[src/rtl/parity_seq_ctrl_pkg.sv]
// Shared types and constants for the parity checker front-end controller.
package parity_ctrl_pkg;

    localparam int FRAME_W_DEF = 8;
    localparam int CNT_W_DEF   = 4;

    localparam logic MODE_EVEN = 1'b0;
    localparam logic MODE_ODD  = 1'b1;

    typedef enum logic [2:0] {
        IDLE   = 3'd0,
        CLR    = 3'd1,
        SHIFT  = 3'd2,
        SAMPLE = 3'd3,
        RESP   = 3'd4
    } state_t;

endpackage

[src/rtl/parity_seq_ctrl_if.sv]
// Request and response handshake bundle between requesters/consumer and the controller.
interface parity_seq_ctrl_if
    import parity_ctrl_pkg::*;
#(
    parameter int FRAME_W = FRAME_W_DEF
);
    logic [1:0]         in_valid;
    logic [FRAME_W-1:0] in_data0;
    logic [FRAME_W-1:0] in_data1;
    logic [1:0]         in_mode;
    logic [1:0]         in_ready;
    logic               resp_valid;
    logic               resp_ready;
    logic               resp_id;
    logic               resp_ok;
    logic               resp_err;

    modport master (
        output in_valid, in_data0, in_data1, in_mode, resp_ready,
        input  in_ready, resp_valid, resp_id, resp_ok, resp_err
    );

    modport slave (
        input  in_valid, in_data0, in_data1, in_mode, resp_ready,
        output in_ready, resp_valid, resp_id, resp_ok, resp_err
    );
endinterface

[src/rtl/parity_seq_ctrl_rr_arb2.sv]
// Two-requester round-robin arbiter. The grant is combinational; the pointer
// moves to the requester that was not served when 'advance' is pulsed.
module rr_arb2 (
    input  logic       clk,
    input  logic       rst_n,
    input  logic [1:0] req,
    input  logic       enable,
    input  logic       advance,
    output logic [1:0] gnt
);
    logic       ptr_r;
    logic       served_r;
    logic [1:0] gnt_s;

    // Grant decode: a lone request wins, a tie goes to the pointer's requester.
    always_comb begin
        gnt_s = 2'b00;
        if (enable) begin
            case (req)
                2'b01:   gnt_s = 2'b01;
                2'b10:   gnt_s = 2'b10;
                2'b11:   gnt_s = ptr_r ? 2'b10 : 2'b01;
                default: gnt_s = 2'b00;
            endcase
        end else begin
            gnt_s = 2'b00;
        end
    end

    assign gnt = gnt_s;

    // Remember who was granted, and hand priority to the other one on advance.
    always_ff @(posedge clk or negedge rst_n) begin
        if (!rst_n) begin
            ptr_r    <= 1'b0;
            served_r <= 1'b0;
        end else begin
            if (enable && (gnt_s != 2'b00)) begin
                served_r <= gnt_s[1];
            end
            if (advance) begin
                ptr_r <= ~served_r;
            end
        end
    end
endmodule

[src/rtl/parity_seq_ctrl.sv]
// Front-end for the serial parity checker: arbitrates two requesters, shifts
// the granted frame MSB-first into the checker and returns a tagged result.
module parity_seq_ctrl
    import parity_ctrl_pkg::*;
#(
    parameter int FRAME_W = FRAME_W_DEF,
    parameter int CNT_W   = CNT_W_DEF
) (
    input  logic             clk,
    input  logic             reset,
    parity_seq_ctrl_if.slave bus,
    output logic             chk_clr,
    output logic             chk_valid,
    output logic             chk_data_in,
    output logic             chk_mode,
    input  logic             chk_parity_ok,
    input  logic [CNT_W-1:0] chk_counter,
    output logic             busy
);
    localparam logic [CNT_W-1:0] FRAME_CNT = CNT_W'(FRAME_W);
    localparam logic [CNT_W-1:0] LAST_IDX  = CNT_W'(FRAME_W - 1);

    state_t             state_r;
    state_t             next_state_s;
    logic [FRAME_W-1:0] shreg_r;
    logic [FRAME_W-1:0] shreg_nxt_s;
    logic [CNT_W-1:0]   bit_idx_r;
    logic               mode_r;
    logic               id_r;
    logic               idle_r;
    logic [1:0]         gnt_s;
    logic               accept_s;
    logic               handshake_s;
    logic               chk_clr_r;
    logic               chk_valid_r;
    logic               chk_data_r;
    logic               chk_mode_r;
    logic               busy_r;
    logic               resp_valid_r;
    logic               resp_ok_r;
    logic               resp_err_r;

    // idle_r is low during and right after reset so in_ready stays 0 while reset is asserted.
    rr_arb2 u_arb (
        .clk     (clk),
        .rst_n   (reset),
        .req     (bus.in_valid),
        .enable  (idle_r),
        .advance (handshake_s),
        .gnt     (gnt_s)
    );

    assign bus.in_ready = gnt_s;
    assign accept_s     = idle_r & ((gnt_s & bus.in_valid) != 2'b00);
    assign handshake_s  = resp_valid_r & bus.resp_ready & (state_r == RESP);

    // State register.
    always_ff @(posedge clk or negedge reset) begin
        if (!reset) begin
            state_r <= IDLE;
        end else begin
            state_r <= next_state_s;
        end
    end

    // Next-state decode for the frame sequence.
    always_comb begin
        next_state_s = state_r;
        case (state_r)
            IDLE:    if (accept_s)         next_state_s = CLR;    else next_state_s = IDLE;
            CLR:     next_state_s = SHIFT;
            SHIFT:   if (bit_idx_r == '0)  next_state_s = SAMPLE; else next_state_s = SHIFT;
            SAMPLE:  next_state_s = RESP;
            RESP:    if (handshake_s)      next_state_s = IDLE;   else next_state_s = RESP;
            default: next_state_s = IDLE;
        endcase
    end

    // Next shift-register contents: load on accept, shift left while serialising.
    always_comb begin
        shreg_nxt_s = shreg_r;
        if (accept_s) begin
            shreg_nxt_s = gnt_s[1] ? bus.in_data1 : bus.in_data0;
        end else if (state_r == SHIFT) begin
            shreg_nxt_s = shreg_r << 1;
        end else begin
            shreg_nxt_s = shreg_r;
        end
    end

    // Frame datapath: word, mode, requester tag, bit index and sampled result.
    always_ff @(posedge clk or negedge reset) begin
        if (!reset) begin
            shreg_r    <= '0;
            bit_idx_r  <= '0;
            mode_r     <= MODE_EVEN;
            id_r       <= 1'b0;
            resp_ok_r  <= 1'b0;
            resp_err_r <= 1'b0;
        end else begin
            shreg_r <= shreg_nxt_s;
            if (accept_s) begin
                mode_r <= bus.in_mode[gnt_s[1]];
                id_r   <= gnt_s[1];
            end
            if (state_r == CLR) begin
                bit_idx_r <= LAST_IDX;
            end else if (state_r == SHIFT) begin
                bit_idx_r <= bit_idx_r - {{(CNT_W-1){1'b0}}, 1'b1};
            end
            if (state_r == SAMPLE) begin
                resp_ok_r  <= chk_parity_ok;
                resp_err_r <= (chk_counter != FRAME_CNT);
            end
        end
    end

    // Registered outputs, decoded from the state being entered so they line up with it.
    always_ff @(posedge clk or negedge reset) begin
        if (!reset) begin
            idle_r       <= 1'b0;
            busy_r       <= 1'b0;
            chk_clr_r    <= 1'b0;
            chk_valid_r  <= 1'b0;
            chk_data_r   <= 1'b0;
            chk_mode_r   <= 1'b0;
            resp_valid_r <= 1'b0;
        end else begin
            idle_r       <= (next_state_s == IDLE);
            busy_r       <= (next_state_s != IDLE);
            chk_clr_r    <= (next_state_s == CLR);
            chk_valid_r  <= (next_state_s == SHIFT);
            chk_data_r   <= (next_state_s == SHIFT) ? shreg_nxt_s[FRAME_W-1] : 1'b0;
            chk_mode_r   <= (next_state_s == SHIFT) ? mode_r : 1'b0;
            resp_valid_r <= (next_state_s == RESP);
        end
    end

    assign chk_clr        = chk_clr_r;
    assign chk_valid      = chk_valid_r;
    assign chk_data_in    = chk_data_r;
    assign chk_mode       = chk_mode_r;
    assign busy           = busy_r;
    assign bus.resp_valid = resp_valid_r;
    assign bus.resp_id    = id_r;
    assign bus.resp_ok    = resp_ok_r;
    assign bus.resp_err   = resp_err_r;
endmodule

[src/flat_wrapper.sv]
// flat-port wrapper written by rule: the top's interface ports become plain ports
module parity_seq_ctrl_flat import parity_ctrl_pkg::*;
#(
    parameter int FRAME_W = FRAME_W_DEF,
    parameter int CNT_W   = CNT_W_DEF
)
  (clk, reset, chk_clr, chk_valid, chk_data_in, chk_mode, chk_parity_ok, chk_counter, busy, bus_in_valid, bus_in_data0, bus_in_data1, bus_in_mode, bus_resp_ready, bus_in_ready, bus_resp_valid, bus_resp_id, bus_resp_ok, bus_resp_err);
  parity_seq_ctrl_if #(.FRAME_W(FRAME_W)) bus_i ();
  input  logic clk;
  input  logic reset;
  output logic chk_clr;
  output logic chk_valid;
  output logic chk_data_in;
  output logic chk_mode;
  input  logic chk_parity_ok;
  input  logic [CNT_W-1:0] chk_counter;
  output logic busy;
  input wire logic [$bits(bus_i.in_valid)-1:0] bus_in_valid;
  input wire logic [$bits(bus_i.in_data0)-1:0] bus_in_data0;
  input wire logic [$bits(bus_i.in_data1)-1:0] bus_in_data1;
  input wire logic [$bits(bus_i.in_mode)-1:0] bus_in_mode;
  input wire logic [$bits(bus_i.resp_ready)-1:0] bus_resp_ready;
  output wire logic [$bits(bus_i.in_ready)-1:0] bus_in_ready;
  output wire logic [$bits(bus_i.resp_valid)-1:0] bus_resp_valid;
  output wire logic [$bits(bus_i.resp_id)-1:0] bus_resp_id;
  output wire logic [$bits(bus_i.resp_ok)-1:0] bus_resp_ok;
  output wire logic [$bits(bus_i.resp_err)-1:0] bus_resp_err;
  assign bus_i.in_valid = bus_in_valid;
  assign bus_i.in_data0 = bus_in_data0;
  assign bus_i.in_data1 = bus_in_data1;
  assign bus_i.in_mode = bus_in_mode;
  assign bus_i.resp_ready = bus_resp_ready;
  assign bus_in_ready = bus_i.in_ready;
  assign bus_resp_valid = bus_i.resp_valid;
  assign bus_resp_id = bus_i.resp_id;
  assign bus_resp_ok = bus_i.resp_ok;
  assign bus_resp_err = bus_i.resp_err;
  parity_seq_ctrl #(.FRAME_W(FRAME_W), .CNT_W(CNT_W)) u_core (.clk(clk), .reset(reset), .bus(bus_i), .chk_clr(chk_clr), .chk_valid(chk_valid), .chk_data_in(chk_data_in), .chk_mode(chk_mode), .chk_parity_ok(chk_parity_ok), .chk_counter(chk_counter), .busy(busy));
endmodule
[config.mk]
export PLATFORM = sky130hd
export DESIGN_NAME = parity_seq_ctrl_flat
export DESIGN_NICKNAME = d
export VERILOG_FILES = /design/src/rtl/parity_seq_ctrl_pkg.sv /design/src/rtl/parity_seq_ctrl_if.sv /design/src/rtl/parity_seq_ctrl_rr_arb2.sv /design/src/rtl/parity_seq_ctrl.sv /design/src/flat_wrapper.sv
export SDC_FILE = /design/constraint.sdc
export NUM_CORES = 1
export LEC_CHECK = 0
export ABC_AREA = 1
export CAP_MARGIN = 20
export CORE_UTILIZATION = 30
export DETAILED_ROUTE_END_ITERATION = 12
export GPL_ROUTABILITY_DRIVEN = 0
export SLEW_MARGIN = 20
export SYNTH_ARGS = -nofsm -noshare
export SYNTH_HDL_FRONTEND = slang
export SYNTH_SLANG_ARGS = --single-unit
[constraint.sdc]
create_clock -name clk -period 1.32 [get_ports clk]
set_input_delay 0.264 -clock clk [delete_from_list [all_inputs] [get_ports clk]]
set_output_delay 0.264 -clock clk [all_outputs]
set_load 0.01 [all_outputs]
==> results.json <==
{
  "run_status": "finished with violations",
  "failed_checks": "design-rule violations, negative setup slack",
  "boundaryPins": 39,
  "finalPower_mw": 4.161,
  "slew_viol_final": 0,
  "ys.warnings.count": 0,
  "cpMaxStageDelayCell": "sky130_fd_sc_hd__dfrtp_1",
  "most_used_flip_flop_cell_after_synthesis": "sky130_fd_sc_hd__dfrtp_1",
  "dp_hpwl_um": 2228,
  "multiInputGateArea_um2": 636.9,
  "area_used_by_sequential_logic_in_the_layout_um2": 700.7,
  "fin_nets": 255,
  "post-synth-top-count-cell": "sky130_fd_sc_hd__nand2_1",
  "final_period_minus_worst_setup_slack_ns": 1.323,
  "max-clock-path-buffers": 2,
  "synth_common_cells": "77 x sky130_fd_sc_hd__nand2_1, 28 x sky130_fd_sc_hd__dfrtp_1, 16 x sky130_fd_sc_hd__inv_1",
  "worst-slew-pin-transition_ns": 0.2369,
  "regToRegEndpoint": "u_core.chk_data_in",
  "clk-insertion-delay-late_ns": 0.27,
  "wl_um": 3210,
  "critical_path.startpoint_type": "flop",
  "yosys_register_bits": 28,
  "timing.critical_path.required_ns": 1.06,
  "tightest_slew_margin_relative_to_the_limit_pct": 84.16,
  "grt-ovfl-total": 0,
  "root_buffer": "sky130_fd_sc_hd__clkbuf_8",
  "drt_iter0_markers": 63,
  "port_buffers": 38,
  "post_synth_inst_count": 174,
  "fmaxAchievable_ghz": 0.7561,
  "detailedRoute.firstPassIterationCount": 8,
  "ys_seq_area_share_pct": 49.12,
  "vias_per_cell": 4.540,
  "max_cap_viol_count": 0,
  "grt_antenna_before_repair": 0,
  "number_of_enable_flip_flop_cells_after_synthesis": 0,
  "worstHoldPathType": "input pin to asynchronous set/reset pin",
  "synthDistinctLibCells": 21,
  "num_cts_buffers": 3,
  "fraction_of_the_cycle_the_final_worst_path_needs_pct": 100.2,
  "crit_family": "flip-flops",
  "finish.utilization_pct": 45.25,
  "pleak_nw": 1.080,
  "post_drt_wl_per_cell_um": 11.63,
  "via_count": 1253,
  "clock_tree.htree_level_count": 1,
  "netlist_top_cells_area": "sky130_fd_sc_hd__dfrtp_1 49%, sky130_fd_sc_hd__nand2_1 20%, sky130_fd_sc_hd__nand3_1 4.2%",
  "cts_hold_buffers": 0,
  "tritoncts_clock_tree": "yes",
  "initial_core_util_pct": 31.88,
  "grt_pass1_vias": 1205,
  "num-fill-cells": 443,
  "reg_top3": "u_core.shreg_r (8), u_core.bit_idx_r (4), u_core.state_r (3)",
  "area.growth.synth_to_final_pct": 41.93,
  "synth_top_area_share_pct": 49.12,
  "cp_arrival_ns": 1.06,
  "die_area_mm2": 0.005035,
  "ff2ff_setup_slack_ns": 0.10,
  "timing.critical_path.cells": "inv_1, nand2_1, nand3_2, inv_2, buf_6",
  "drc": 3,
  "fp.coreArea_mm2": 0.004474,
  "crit_buf_inv": 3,
  "hold_viol_final": 0,
  "max_flop_register": "u_core.shreg_r",
  "synth_area_per_cell_um2": 8.198,
  "floorplan.die.height_um": 70.96,
  "die_w_um": 70.96,
  "async_flop_share_pct": 100.0,
  "flip_flop_count_of_the_largest_register_all_copies_and_words_added": 8,
  "syn-num-nets": 204,
  "antenna_left": 0,
  "critical_path.max_stage_delay_ns": 0.43,
  "finalSetupViolations": 1,
  "clock_sinks": 28,
  "insertedDiodeCount": 0,
  "grt_pass1_wl_um": 5506,
  "biggest_fanout_along_the_worst_timing_path": 3,
  "layout_setup_ws_ns": -0.002587,
  "worst_setup_path_end_kind": "primary output",
  "peakVddDrop_v": 0.001262,
  "criticalPathCategory": "flop to primary output",
  "hold-worst-slack_ns": 0.3426,
  "netlist_area_mm2": 0.001426,
  "reg2reg_from": "u_core.state_r[2]",
  "maximum_number_of_pins_on_one_net_before_global_route_repair": 29,
  "unrepaired_setup_endpoints_after_global_routing": "yes",
  "synth_top_cell_by_area": "sky130_fd_sc_hd__dfrtp_1",
  "r2r.worst_path.cells": 5,
  "clkTransAtPathRegs_ns": 0.10,
  "p_per_area_mw_per_mm2": 2056,
  "share_of_cells_above_drive_strength_1_pct": 15.18,
  "cp-startpoint": "u_core.u_arb.ptr_r",
  "globalRouteTotalUtil_pct": 13.79,
  "placement_rows": 24,
  "clock_skew_ns": 0.002124
}
cell usage in the layout (no fill, tap or decap), drive strengths merged:
| cell | n |
|---|---|
| bufinv | 1 |
| a21oi | 1 |
| mux2 | 1 |
| inv | 18 |
| nand3 | 17 |
| nor3 | 1 |
| buf | 13 |
| nor2 | 7 |
| clkdlybuf4s50 | 25 |
| clkbuf | 3 |
| dfrtp | 28 |
| dlygate4sd2 | 11 |
| and3b | 1 |
| nand4 | 3 |
| ha | 2 |
| o21ai | 5 |
| nand3b | 7 |
| nand2 | 79 |
| o211ai | 1 |
how the worst max path moves through the flow:
stage	endpoint	slack, ns	cells past startpoint
6_report	bus_in_ready[1]	-0.003	5
3_5_place_dp	bus_in_ready[1]	-0.48	5
2_1_floorplan	u_core.bit_idx_r[3]	0.21	7
5_1_grt	bus_in_ready[1]	-0.08	5
4_1_cts	bus_in_ready[1]	0.003	5
3_3_place_gp	bus_in_ready[1]	-0.47	5
routing by layer:
metal  GRT usage [%]  routed length [µm]  up-vias
met2           23.72                1491       24
met1           17.38                1549      580
li1                -                   -      647
met4           3.333                  21        0
met3           3.561                 148        2
met5               0                   0        -
where the power goes:
group / leakage (nW) / internal (mW) / switching, mW / total (mW)
sequential: 0.344 / 1.27 / 0.249 / 1.52
combinational: 0.700 / 0.847 / 1.12 / 1.97
clock: 0.0357 / 0.406 / 0.270 / 0.676
per-stage QoR:
| stage | worst slack, ns | cell area (µm²) | TNS [ns] | std cells |
|---|---|---|---|---|
| 6_report | -0.002587 | 2024 | -0.002587 | 276 |
| 5_1_grt | -0.08053 | 2024 | -0.1306 | 276 |
| 4_1_cts | 0.002872 | 1986 | 0 | 275 |
| 3_5_place_dp | -0.4785 | 1938 | -4.419 | 271 |
| 3_3_place_gp | -0.4660 | 1938 | -4.173 | 271 |
| 2_1_floorplan | 0.2125 | 1426 | 0 | 174 |
cell type report:
| type | instances | area share, % |
|---|---|---|
| Tap cell | 52 | 3.214 |
| Timing Repair Buffer | 49 | 23.73 |
| Inverter | 18 | 3.461 |
| Clock inverter | 1 | 1.483 |
| Clock buffer | 3 | 2.040 |
| Multi-Input combinational cell | 125 | 31.46 |
| Sequential cell | 28 | 34.61 |
cells by family after synthesis:
group	share of synthesized area [%]
buffers and inverters	7.105
multiplexers	0.7894
AND/OR/NAND/NOR	37.81
adder cells (fa/ha/maj)	1.754
AO/OA/AOI/OAI	3.421
flip-flops	49.12
timing repair:
action	in CTS	in global routing
endpoints found under the hold margin	0	0
gates resized for setup	20	8
gates cloned	0	0
endpoints found under the setup margin	11	13
setup buffers	0	1
worst register-to-register path, cell delays in order (launching register included):
cell and delay (ns):
sky130_fd_sc_hd__dfrtp_1 0.42, sky130_fd_sc_hd__inv_2 0.12, sky130_fd_sc_hd__nand3_2 0.16, sky130_fd_sc_hd__nand2_1 0.17
sky130_fd_sc_hd__nand3_2 0.13, sky130_fd_sc_hd__nor2_2 0.15
(Power assumes the default switching activity.)
